### src/rtl/probe_grid_writer.sv
`default_nettype none
// ============================================================================
// Module   : probe_grid_writer
// Purpose  : Snapshots NUM_CH probe channels of CH_WIDTH bits on request and
//            streams them, one cell per cycle, into a 1-bit-per-cell
//            character-grid RAM. Clears the whole grid after reset and on
//            demand.
// Ports    : clk         - single clock, rising edge
//            reset       - asynchronous, active-high reset
//            ch_data     - probe values, channel c at [c*CH_WIDTH +: CH_WIDTH]
//            sample      - snapshot-and-redraw request (level, each edge)
//            msb_left    - 0: bit b at column b, 1: at column CH_WIDTH-1-b
//            clear_req   - full-screen clear request
//            busy        - high whenever the FSM is not IDLE
//            done        - one-cycle pulse after the last write of a frame
//            wr_en       - grid RAM write strobe
//            wr_addr     - cell address, row*GRID_COLS + col
//            wr_data     - cell value
//            frame_count - completed frames, wraps at 16 bits
// Revision : 1.0 - initial release
// ============================================================================
module probe_grid_writer #(
    parameter int GRID_ROWS  = 30,
    parameter int GRID_COLS  = 40,
    parameter int NUM_CH     = 4,
    parameter int CH_WIDTH   = 32,
    parameter int ROW_STRIDE = 1,
    parameter int ADDR_W     = $clog2(GRID_ROWS * GRID_COLS)
) (
    input  logic                         clk,
    input  logic                         reset,
    input  logic [NUM_CH*CH_WIDTH-1:0]   ch_data,
    input  logic                         sample,
    input  logic                         msb_left,
    input  logic                         clear_req,
    output logic                         busy,
    output logic                         done,
    output logic                         wr_en,
    output logic [ADDR_W-1:0]            wr_addr,
    output logic                         wr_data,
    output logic [15:0]                  frame_count
);

    localparam int c_CELLS  = GRID_ROWS * GRID_COLS;
    localparam int c_SNAP_W = NUM_CH * CH_WIDTH;
    localparam int c_CH_W   = (NUM_CH > 1)   ? $clog2(NUM_CH)   : 1;
    localparam int c_BIT_W  = (CH_WIDTH > 1) ? $clog2(CH_WIDTH) : 1;

    localparam logic [ADDR_W-1:0]  c_LAST_ADDR = ADDR_W'(c_CELLS - 1);
    localparam logic [ADDR_W-1:0]  c_ROW_STEP  = ADDR_W'(ROW_STRIDE * GRID_COLS);
    localparam logic [ADDR_W-1:0]  c_COL_MAX   = ADDR_W'(CH_WIDTH - 1);
    localparam logic [c_CH_W-1:0]  c_LAST_CH   = c_CH_W'(NUM_CH - 1);
    localparam logic [c_BIT_W-1:0] c_LAST_BIT  = c_BIT_W'(CH_WIDTH - 1);

    localparam logic [1:0] c_ST_CLEAR = 2'd0;
    localparam logic [1:0] c_ST_IDLE  = 2'd1;
    localparam logic [1:0] c_ST_WRITE = 2'd2;

    logic [1:0]          r_state;
    logic                r_fin;          // every write of the sequence issued
    logic [ADDR_W-1:0]   r_clr_addr;
    logic [c_CH_W-1:0]   r_ch;
    logic [c_BIT_W-1:0]  r_bit;
    logic [ADDR_W-1:0]   r_row_base;
    logic [c_SNAP_W-1:0] r_snap;
    logic                r_msb_left;
    logic                r_pend_sample;
    logic                r_pend_clear;

    logic                r_busy;
    logic                r_done;
    logic                r_wr_en;
    logic [ADDR_W-1:0]   r_wr_addr;
    logic                r_wr_data;
    logic [15:0]         r_frame_count;

    logic                w_want_clear;
    logic                w_want_sample;
    logic                w_dispatch;
    logic [CH_WIDTH-1:0] w_word;
    logic [ADDR_W-1:0]   w_col;

    assign w_want_clear  = clear_req | r_pend_clear;
    assign w_want_sample = sample | r_pend_sample;

    // Dispatch happens in IDLE and on the extra cycle that follows the last
    // write of a CLEAR or WRITE sequence, so a pending request is accepted
    // on the same edge that finishes the previous sequence.
    assign w_dispatch = r_fin ||
                        !((r_state == c_ST_CLEAR) || (r_state == c_ST_WRITE));

    // The snapshot shifts down one channel at a time, so the current channel
    // always sits in the low word.
    assign w_word = r_snap[CH_WIDTH-1:0];
    assign w_col  = r_msb_left ? (c_COL_MAX - ADDR_W'(r_bit)) : ADDR_W'(r_bit);

    always_ff @(posedge clk or posedge reset) begin
        if (reset) begin
            r_state       <= c_ST_CLEAR;
            r_fin         <= 1'b0;
            r_clr_addr    <= '0;
            r_ch          <= '0;
            r_bit         <= '0;
            r_row_base    <= '0;
            r_snap        <= '0;
            r_msb_left    <= 1'b0;
            r_pend_sample <= 1'b0;
            r_pend_clear  <= 1'b0;
            r_busy        <= 1'b1;
            r_done        <= 1'b0;
            r_wr_en       <= 1'b0;
            r_wr_addr     <= '0;
            r_wr_data     <= 1'b0;
            r_frame_count <= '0;
        end else begin
            r_done    <= 1'b0;
            r_wr_en   <= 1'b0;
            r_wr_data <= 1'b0;

            if (w_dispatch) begin
                if (r_state == c_ST_WRITE) begin
                    r_done        <= 1'b1;
                    r_frame_count <= r_frame_count + 16'd1;
                end
                r_fin <= 1'b0;

                if (w_want_clear) begin
                    r_state       <= c_ST_CLEAR;
                    r_clr_addr    <= '0;
                    r_pend_clear  <= 1'b0;
                    r_pend_sample <= w_want_sample;
                    r_busy        <= 1'b1;
                end else if (w_want_sample) begin
                    // Pending samples capture the data present now, at
                    // acceptance, not at the time of the original request.
                    r_state       <= c_ST_WRITE;
                    r_snap        <= ch_data;
                    r_msb_left    <= msb_left;
                    r_pend_sample <= 1'b0;
                    r_ch          <= '0;
                    r_bit         <= '0;
                    r_row_base    <= '0;
                    r_busy        <= 1'b1;
                end else begin
                    r_state <= c_ST_IDLE;
                    r_busy  <= 1'b0;
                end
            end else begin
                // Requests arriving mid-sequence are remembered, never abort.
                if (sample) begin
                    r_pend_sample <= 1'b1;
                end
                if (clear_req) begin
                    r_pend_clear <= 1'b1;
                end

                r_wr_en <= 1'b1;

                if (r_state == c_ST_CLEAR) begin
                    r_wr_addr <= r_clr_addr;
                    r_wr_data <= 1'b0;
                    if (r_clr_addr == c_LAST_ADDR) begin
                        r_fin <= 1'b1;
                    end else begin
                        r_clr_addr <= r_clr_addr + ADDR_W'(1);
                    end
                end else begin
                    r_wr_addr <= r_row_base + w_col;
                    r_wr_data <= w_word[r_bit];
                    if (r_bit == c_LAST_BIT) begin
                        r_bit      <= '0;
                        r_snap     <= r_snap >> CH_WIDTH;
                        r_row_base <= r_row_base + c_ROW_STEP;
                        if (r_ch == c_LAST_CH) begin
                            r_fin <= 1'b1;
                        end else begin
                            r_ch <= r_ch + c_CH_W'(1);
                        end
                    end else begin
                        r_bit <= r_bit + c_BIT_W'(1);
                    end
                end
            end
        end
    end

    assign busy        = r_busy;
    assign done        = r_done;
    assign wr_en       = r_wr_en;
    assign wr_addr     = r_wr_addr;
    assign wr_data     = r_wr_data;
    assign frame_count = r_frame_count;

endmodule
`default_nettype wire
### config.mk
export PLATFORM = sky130hd
export DESIGN_NAME = probe_grid_writer
export DESIGN_NICKNAME = d
export VERILOG_FILES = /design/src/rtl/probe_grid_writer.sv
export SDC_FILE = /design/constraint.sdc
export NUM_CORES = 1
export LEC_CHECK = 0
export CAP_MARGIN = 0
export CORE_ASPECT_RATIO = 1.1
export CORE_MARGIN = 4
export CORE_UTILIZATION = 45
export DETAILED_ROUTE_END_ITERATION = 16
export PLACE_DENSITY = 0.83
export SKIP_CTS_REPAIR_TIMING = 1
export SLEW_MARGIN = 10
export SYNTH_ARGS = -nofsm -noshare
export SYNTH_HDL_FRONTEND = slang
export SYNTH_SLANG_ARGS = --single-unit
### constraint.sdc
create_clock -name clk -period 6.5 [get_ports clk]
set_input_delay 0.975 -clock clk [delete_from_list [all_inputs] [get_ports clk]]
set_output_delay 0.975 -clock clk [all_outputs]
set_load 0.02 [all_outputs]
## Word level (Yosys, flattened, before mapping)

Index checks and enable logic that the tools add are counted.
W data, S select, Z words.

| storage, ports and cells | value |
|---|---|
| flip-flop bits (word level) | 194 |
| latch bits | 0 |
| RAM bits | 0 |
| memory bits (read-only) | 0 |
| word-level logic and storage cells | 108 |
| memories kept | 0 |

| operators by class | value |
|---|---|
| add/subtract/negate cells | 7 |
| multiply operators | 0 |
| div/mod/pow operators | 0 |
| $lt $le $gt $ge | 1 |
| equality and inequality tests | 12 |
| shifts and indexed selects | 0 |
| muxes and demuxes | 50 |
| bitwise operators | 3 |
| reduce and logical (&&, ||, !) cells | 19 |

Operator list:

| kind | count |
|---|---|
| $mux W128 | 5 |
| $mux W11 | 11 |
| $mux W5 | 5 |
| $mux W1 | 20 |
| $add A16 B1 Y16 const B | 1 |
| $mux W2 | 8 |
| $ne A2 B2 Y1 const B | 6 |
| $reduce_and A3 Y1 | 4 |
| $add A11 B1 Y11 const B | 1 |
| $add A11 B11 Y11 | 1 |
| $add A11 B6 Y11 const B | 1 |
| $eq A11 B11 Y1 const B | 1 |
| $reduce_bool A2 Y1 | 4 |
| $lt A5 B6 Y1 const B | 1 |
| $reduce_and A2 Y1 | 3 |
| $reduce_bool A3 Y1 | 2 |
| $sub A5 B5 Y6 const A | 1 |
| $add A5 B1 Y5 const B | 1 |
| $bmux W1 S5 | 1 |
| $eq A5 B5 Y1 const B | 1 |
| $reduce_and A5 Y1 | 1 |
| $eq A2 B2 Y1 const B | 2 |
| $reduce_and A4 Y1 | 1 |
| $ne A3 B2 Y1 const B | 1 |
| other kinds (7) | 9 |

## Logic depth before layout (Yosys ltp)

Gate-level depths: netlist of run 1.

| logic depth | value |
|---|---|
| word-level depth | 6 |
| mapped depth | 9 |

## Worst setup path before layout of run 1

OpenSTA, ideal clock, no wires.

| timing | value |
|---|---|
| kind | in2reg |
| start point | input sample |
| end point | register r_snap[97] |
| library setup time | 121 ps |
| arrival time | 2087 ps |
| data required time | 6379 ps |
| slack | 4292 ps |
| stages on the path | 6 |
| cell sequence | or2_2 -> and3_1 -> buf_2 -> buf_2 -> buf_2 -> a22o_1 |

| between the ends | value |
|---|---|
| cells in the longest elaborated chain, start to end | 3 |

Ends and longest elaborated chain:

| element | line | text |
|---|---|---|
| start, declared | 33 | `input logic sample,` |
| $or A1 B1 Y1 | 84 | `assign w_want_sample = sample \| r_pend_sample;` |
| $ne A2 B2 Y1 (no source line) | -- |  |
| $reduce_and A4 Y1 (no source line) | -- |  |
| end signal, assigned | 137 | `r_snap <= ch_data;` |
| end signal, assigned | 172 | `r_snap <= r_snap >> CH_WIDTH;` |
| end, declared | 65 | `logic [c_SNAP_W-1:0] r_snap;` |

Every way passes these cells.
A chain may end at the register's enable or synchronous reset.

## Final worst setup path of run 1

| timing | value |
|---|---|
| start point | register r_bit[1] |
| end point | register r_row_base[8] |

| between the ends | value |
|---|---|
| cells in the longest elaborated chain, start to end | 3 |

Ends and longest elaborated chain:

| element | line | text |
|---|---|---|
| start, declared | 63 | `logic [c_BIT_W-1:0] r_bit;` |
| start signal, assigned | 180 | `r_bit <= r_bit + c_BIT_W'(1);` |
| $eq A5 B5 Y1 | 170 | `if (r_bit == c_LAST_BIT) begin` |
| $reduce_bool A2 Y1 (no source line) | -- |  |
| $reduce_and A4 Y1 (no source line) | -- |  |
| end signal, assigned | 173 | `r_row_base <= r_row_base + c_ROW_STEP;` |
| end, declared | 64 | `logic [ADDR_W-1:0] r_row_base;` |

Every way passes these cells.

==> results.py, run 1 <==
metrics = {
    "timing": {
        "clock_skew_ns": 0.01061,
        "layout_setup_ws_ns": 3.453,
        "setup_tns_ns": 0,
        "rsz0062_at_grt": "false",
        "hold-worst-slack_ns": 0.4747,
        "fin_crit_ns": 3.047,
        "slew_headroom_pct": 26.14,
        "setup_viol": 0,
        "slew_viol_final": 0,
        "finalHoldViolCount": 0,
        "worst_slew_pin_slew_ns": 1.108,
        "finalCritPeriodShare_pct": 46.88,
        "fmax_mhz": 328.2,
    },
    "clock_tree": {
        "cts_buffers": 17,
        "clkLatencyLatePin_ns": 0.43,
        "clockBufferDepth": 2,
        "cts.clk_slew.worst_paths_ns": 0.07,
        "cts_tree": "done",
        "clockRootBuffer": "clkbuf_16",
        "htree_levels": 4,
        "cts_sinks": 191,
    },
    "synth": {
        "synth_nets": 1064,
        "synth_top_cells_by_area": "dfrtp_1, nand2_1, a31oi_1, nor2_1, a22o_1",
        "synth_top_area_share_pct": 54.08,
        "synth_fa_ha_area_share_pct": 1.281,
        "synth_area_leader_cell": "dfrtp_1",
        "yosys-mux-area-fraction_pct": 3.245,
        "synth_top_family_by_area": "simple AND/OR/NAND/NOR gates",
        "synth_cells": 922,
        "seq_area_frac_synth_pct": 54.38,
        "ys_ff_latch": 191,
        "synth_xor_area_share_pct": 3.785,
        "synth_ff_type": "dfrtp_1",
        "synth_simple_gate_area_share_pct": 19.31,
        "syn-cell-area_sq_um": 8792,
        "ys_warn_count": 0,
        "synthArstFlopShare_pct": 100.0,
        "avgSynthCellArea_sq_um": 9.536,
        "synth_edf_count": 0,
        "synth_cell_types": 52,
        "synth_compound_area_share_pct": 13.90,
    },
    "drt": {
        "wl_mm": 21.42,
        "drcViolationCount": 0,
        "antenna_left": 0,
        "first_pass_iters": 6,
        "wl_per_cell_um": 16.40,
        "via_per_inst": 5.412,
        "vias": 7068,
        "first_iter_violations": 473,
    },
    "final_layout": {
        "most-common-layout-cells": "nand2_1, dfrtp_1, clkdlybuf4s50_1",
        "nNetsFinal": 1186,
        "layout_commonest_cell": "nand2_1",
        "final_cell_area_sq_um": 11100,
        "drive_gt1_share_pct": 6.149,
        "final_util_pct": 57.94,
        "stdcell_count": 1306,
        "area_growth_pct": 26.28,
    },
    "power_and_ir_drop": {
        "p_seq_share_pct": 41.2,
        "clkPwrFrac_pct": 27.4,
        "cellPowerDensity_nw_per_um2": 367.3,
        "p_leak_nw": 4.571,
        "total_power_mw": 4.079,
        "p_int_mw": 2.628,
        "irDropWorstVdd_uv": 213.3,
        "p_comb_share_pct": 31.5,
        "sw_frac_of_total_pct": 35.57,
        "switchingPower_mw": 1.451,
    },
    "setup_path": {
        "crit_fanout": 40,
        "crit_start": "r_bit[1]",
        "worstPathArrival_ns": 3.35,
        "cp-start-kind": "register",
        "r2r-start": "r_bit[1]",
        "critical_path_class": "reg2reg",
        "end_kind": "register",
        "cp.required_ns": 6.80,
        "r2r-end": "r_row_base[8]",
        "reg2reg_depth": 8,
        "r2r_setup_slack_ns": 3.45,
        "endpoint": "r_row_base[8]",
    },
    "place": {
        "portBuffers": 163,
        "pre_cts_slack_ns": 3.144,
        "dp_cells": 1272,
        "dp_hpwl_mm": 14.95,
        "gp_congestion": 0.8290,
        "placed_area_sq_um": 10460,
    },
    "die": {
        "die_area_sq_um": 21840,
        "core_sq_um": 19160,
        "io_pins": 164,
        "die_w_um": 141.3,
        "row_count": 53,
        "start_util_pct": 45.88,
        "die_h_um": 154.6,
    },
    "min_path": {
        "hold_class": "reg2reg",
        "hold_path_depth": 1,
    },
    "run": {
        "cap_viol_max_count": 0,
    },
    "global_routing": {
        "gr-usage-all-layers_pct": 19.88,
        "grt_pass1_wl_mm": 34.80,
        "grt_pass1_vias": 6869,
        "gr-total-overflow": 0,
        "antenna_found_initial": 2,
        "grt_start_max_net_pins": 195,
    },
    "status": {
        "status": "complete, no violations",
    },
}
==> synthesized netlist by cell type (all sizes together), types with 5 or more instances <==
| cell | number |
|---|---|
| a21oi | 19 |
| a22o | 32 |
| a31oi | 97 |
| and3 | 6 |
| buf | 44 |
| clkbuf | 20 |
| dfrtp | 190 |
| ha | 9 |
| inv | 6 |
| mux2i | 6 |
| mux4 | 8 |
| nand2 | 232 |
| nand3 | 10 |
| nand4 | 6 |
| nor2 | 126 |
| nor3 | 8 |
| o21ai | 28 |
| or2 | 5 |
| or3 | 6 |
| xnor2 | 25 |
| xor2 | 13 |
==> power by group through the flow <==
stage	combinational (mW)	sequential [mW]	clock, mW
finish	1.28	1.68	1.12
global route	1.45	1.72	1.18
CTS	1.29	1.68	1.14
detailed placement	1.29	1.70	0
global placement	1.24	1.69	0
floorplan	0.941	1.65	0
==> critical path: stages, from the launching register on <==
cell,delay [ns]
dfrtp_1,0.63
ha_1,0.32
and3_1,0.18
ha_1,0.21
and4bb_2,0.28
a31oi_4,0.86
nor3_1,0.18
xnor2_1,0.20
nor2_1,0.05
==> worst min-delay path by stage <==
stage	slack (ns)	end	startpoint
3_5_place_dp	0.47	wr_addr[8]	wr_addr[8]
3_3_place_gp	0.46	frame_count[15]	frame_count[15]
4_1_cts	0.48	wr_addr[8]	wr_addr[8]
5_1_grt	0.50	wr_addr[8]	wr_addr[8]
2_1_floorplan	0.46	r_ch[0]	r_ch[0]
6_report	0.47	wr_addr[8]	wr_addr[8]
==> flip-flops by register name, summed over array words and instances, names as in the netlist, 2 cells and up <==
register / cells
r_snap: 128
frame_count: 16
r_clr_addr: 11
wr_addr: 11
r_row_base: 8
r_bit: 5
r_ch: 2
r_state: 2
==> layout make-up <==
cell class	instances	area, sq um
inverter	6	31.28
timing repair buffer	167	1662
clock inverter	12	172.7
antenna	2	5.005
clock buffer	20	466.7
tap	247	309.0
multi-input combinational	661	3676
sequential	191	4781
fill	1632	8061
==> routing by layer <==
metal | wire (um) | vias up | track usage [%]
met5 | 0 | - | 0
met4 | 726 | 0 | 9.045
met3 | 1258 | 46 | 4.205
met2 | 10080 | 238 | 30.99
met1 | 9346 | 3369 | 26.78
li1 | - | 3415 | -
==> kinds of logic (layout without fill, tap and decap cells) <==
family / count (synthesis) / after routing
buf+inv: 70 / 205
simple gates: 409 / 409
other cells: 0 / 2
fa+ha+maj: 9 / 9
xor+xnor: 38 / 38
compound gates: 187 / 187
mux: 18 / 18
flops: 191 / 191
Power figures use the tool's default switching activity.
==> inputs of run 2 (changes only) <==
==> constraint.sdc (replaced) <==
create_clock -name clk -period 2.7 [get_ports clk]
set_input_delay 0.405 -clock clk [delete_from_list [all_inputs] [get_ports clk]]
set_output_delay 0.405 -clock clk [all_outputs]
set_load 0.02 [all_outputs]
==> results.py, run 2 (synthesized netlist as in run 1, its figures left out) <==
metrics = {
    "setup_path": {
        "worstPathArrival_ns": 2.65,
        "crit_start": "r_bit[0]",
        "r2r_setup_slack_ns": 0.42,
        "max_stage_delay_ns": 0.40,
        "crit_top_cell": "ha_1",
        "cp-start-kind": "register",
        "critical_path_class": "reg2reg",
        "path_buf_inv": 1,
        "reg2reg_depth": 7,
        "slowest_stage": "dfrtp_1",
        "cp.required_ns": 3.06,
        "r2r-start": "r_bit[0]",
        "crit_chain": "ha_1, and3_1, ha_1, and4bb_2, a31oi_4, buf_4, a22o_1",
        "crit_fanout": 32,
        "cp_top_family": "compound AO/OA/AOI/OAI gates",
        "r2r-end": "r_snap[103]",
        "end_kind": "register",
    },
    "final_layout": {
        "layout_commonest_cell": "nand2_1",
        "most-common-layout-cells": "nand2_1, dfrtp_1, clkdlybuf4s50_1",
        "largest_reg_flops": 128,
        "top_register": "r_snap",
        "multi_input_area_sq_um": 3676,
        "area_growth_pct": 27.94,
        "stdcell_count": 1320,
        "drive_gt1_share_pct": 7.196,
        "nFillCells": 1615,
        "nNetsFinal": 1200,
        "seq_area_sq_um": 4781,
    },
    "power_and_ir_drop": {
        "cellPowerDensity_nw_per_um2": 879.3,
        "p_leak_nw": 4.626,
        "irDropWorstVdd_uv": 497.3,
    },
    "global_routing": {
        "grt_pass1_vias": 7165,
        "grt_pass1_wl_mm": 35.94,
        "met1_usage_pct": 27.74,
        "grt_start_max_net_pins": 106,
        "gr-total-overflow": 0,
        "antenna_found_initial": 3,
        "gr-usage-all-layers_pct": 20.39,
        "met2_usage_pct": 31.78,
        "grt-busiest-layer": "met2",
        "met3_usage_pct": 3.803,
    },
    "timing": {
        "worst_slew_pin_slew_ns": 0.8375,
        "setup_tns_ns": 0,
        "setup_viol": 0,
        "fmax_mhz": 438.4,
        "rsz0062_at_grt": "false",
        "slew_headroom_pct": 43.96,
        "slew_viol_final": 0,
        "clock_skew_ns": 0.01051,
        "hold-worst-slack_ns": 0.2331,
        "finalCritPeriodShare_pct": 84.48,
        "layout_setup_ws_ns": 0.4189,
        "fin_crit_ns": 2.281,
        "finalHoldViolCount": 0,
    },
    "run": {
        "cap_viol_max_count": 0,
    },
    "status": {
        "status": "complete, no violations",
    },
    "drt": {
        "via_per_inst": 5.404,
        "drcViolationCount": 0,
        "antenna_left": 0,
        "wl_mm": 21.83,
        "first_iter_violations": 469,
        "first_pass_iters": 6,
        "wl_per_cell_um": 16.54,
        "vias": 7133,
    },
    "clock_tree": {
        "cts_tree": "done",
        "htree_levels": 4,
        "clockRootBuffer": "clkbuf_16",
        "cts_buffers": 17,
        "cts.clk_slew.worst_paths_ns": 0.07,
        "cts_sinks": 191,
        "clockBufferDepth": 2,
        "clkLatencyLatePin_ns": 0.43,
    },
    "die": {
        "die_h_um": 154.6,
        "die_area_sq_um": 21840,
        "start_util_pct": 45.88,
        "core_sq_um": 19160,
        "row_count": 53,
        "io_pins": 164,
        "die_w_um": 141.3,
    },
    "place": {
        "dp_hpwl_mm": 15.74,
        "gp_congestion": 0.8481,
        "pre_cts_slack_ns": 0.4797,
        "dp_cells": 1286,
        "portBuffers": 163,
    },
    "min_path": {
        "hold_class": "in2async",
    },
}
## run 2: cell type report
cell class                      instances  area share, %
Antenna cell                            3        0.06674
Clock buffer                           18          3.815
Clock inverter                         13          1.680
Inverter                                6         0.2447
Multi-Input combinational cell        661          32.68
Sequential cell                       191          42.50
Tap cell                              247          2.747
Timing Repair Buffer                  181          16.26
## run 2: worst max path at each step
stage	end	slack [ns]	cells past startpoint
after floorplan	done	-0.17	1
after global placement	r_snap[106]	0.51	6
after detailed placement	r_snap[103]	0.48	6
after CTS	r_snap[103]	0.43	7
after global routing	r_snap[53]	0.33	6
final	r_snap[103]	0.42	7
## run 2: layer usage
metal	part of all wire, %	wire length (um)	vias up
li1	-	-	3444
met4	3.8	828	0
met1	42	9211	3411
met3	5.4	1181	52
met5	0	0	-
met2	49	10610	226
## run 2: power by group
part | total [mW] | switching (mW) | leakage [nW] | internal [mW]
Sequential | 3.98 | 0.491 | 2.09 | 3.49
Clock | 2.64 | 1.09 | 0.285 | 1.55
Combinational | 3.27 | 1.91 | 2.25 | 1.36
Total | 9.89 | 3.49 | 4.63 | 6.40
## run 2: metrics by stage
stage / area, sq um / utilization [%] / total power, mW
global placement: 10620 / 55.43 / 7.154
detailed placement: 10620 / 55.43 / 7.291
finish: 11250 / 58.69 / 9.890
floorplan: 8796 / - / 6.230
global route: 11250 / 58.69 / 10.55
CTS: 11240 / 58.65 / 9.944
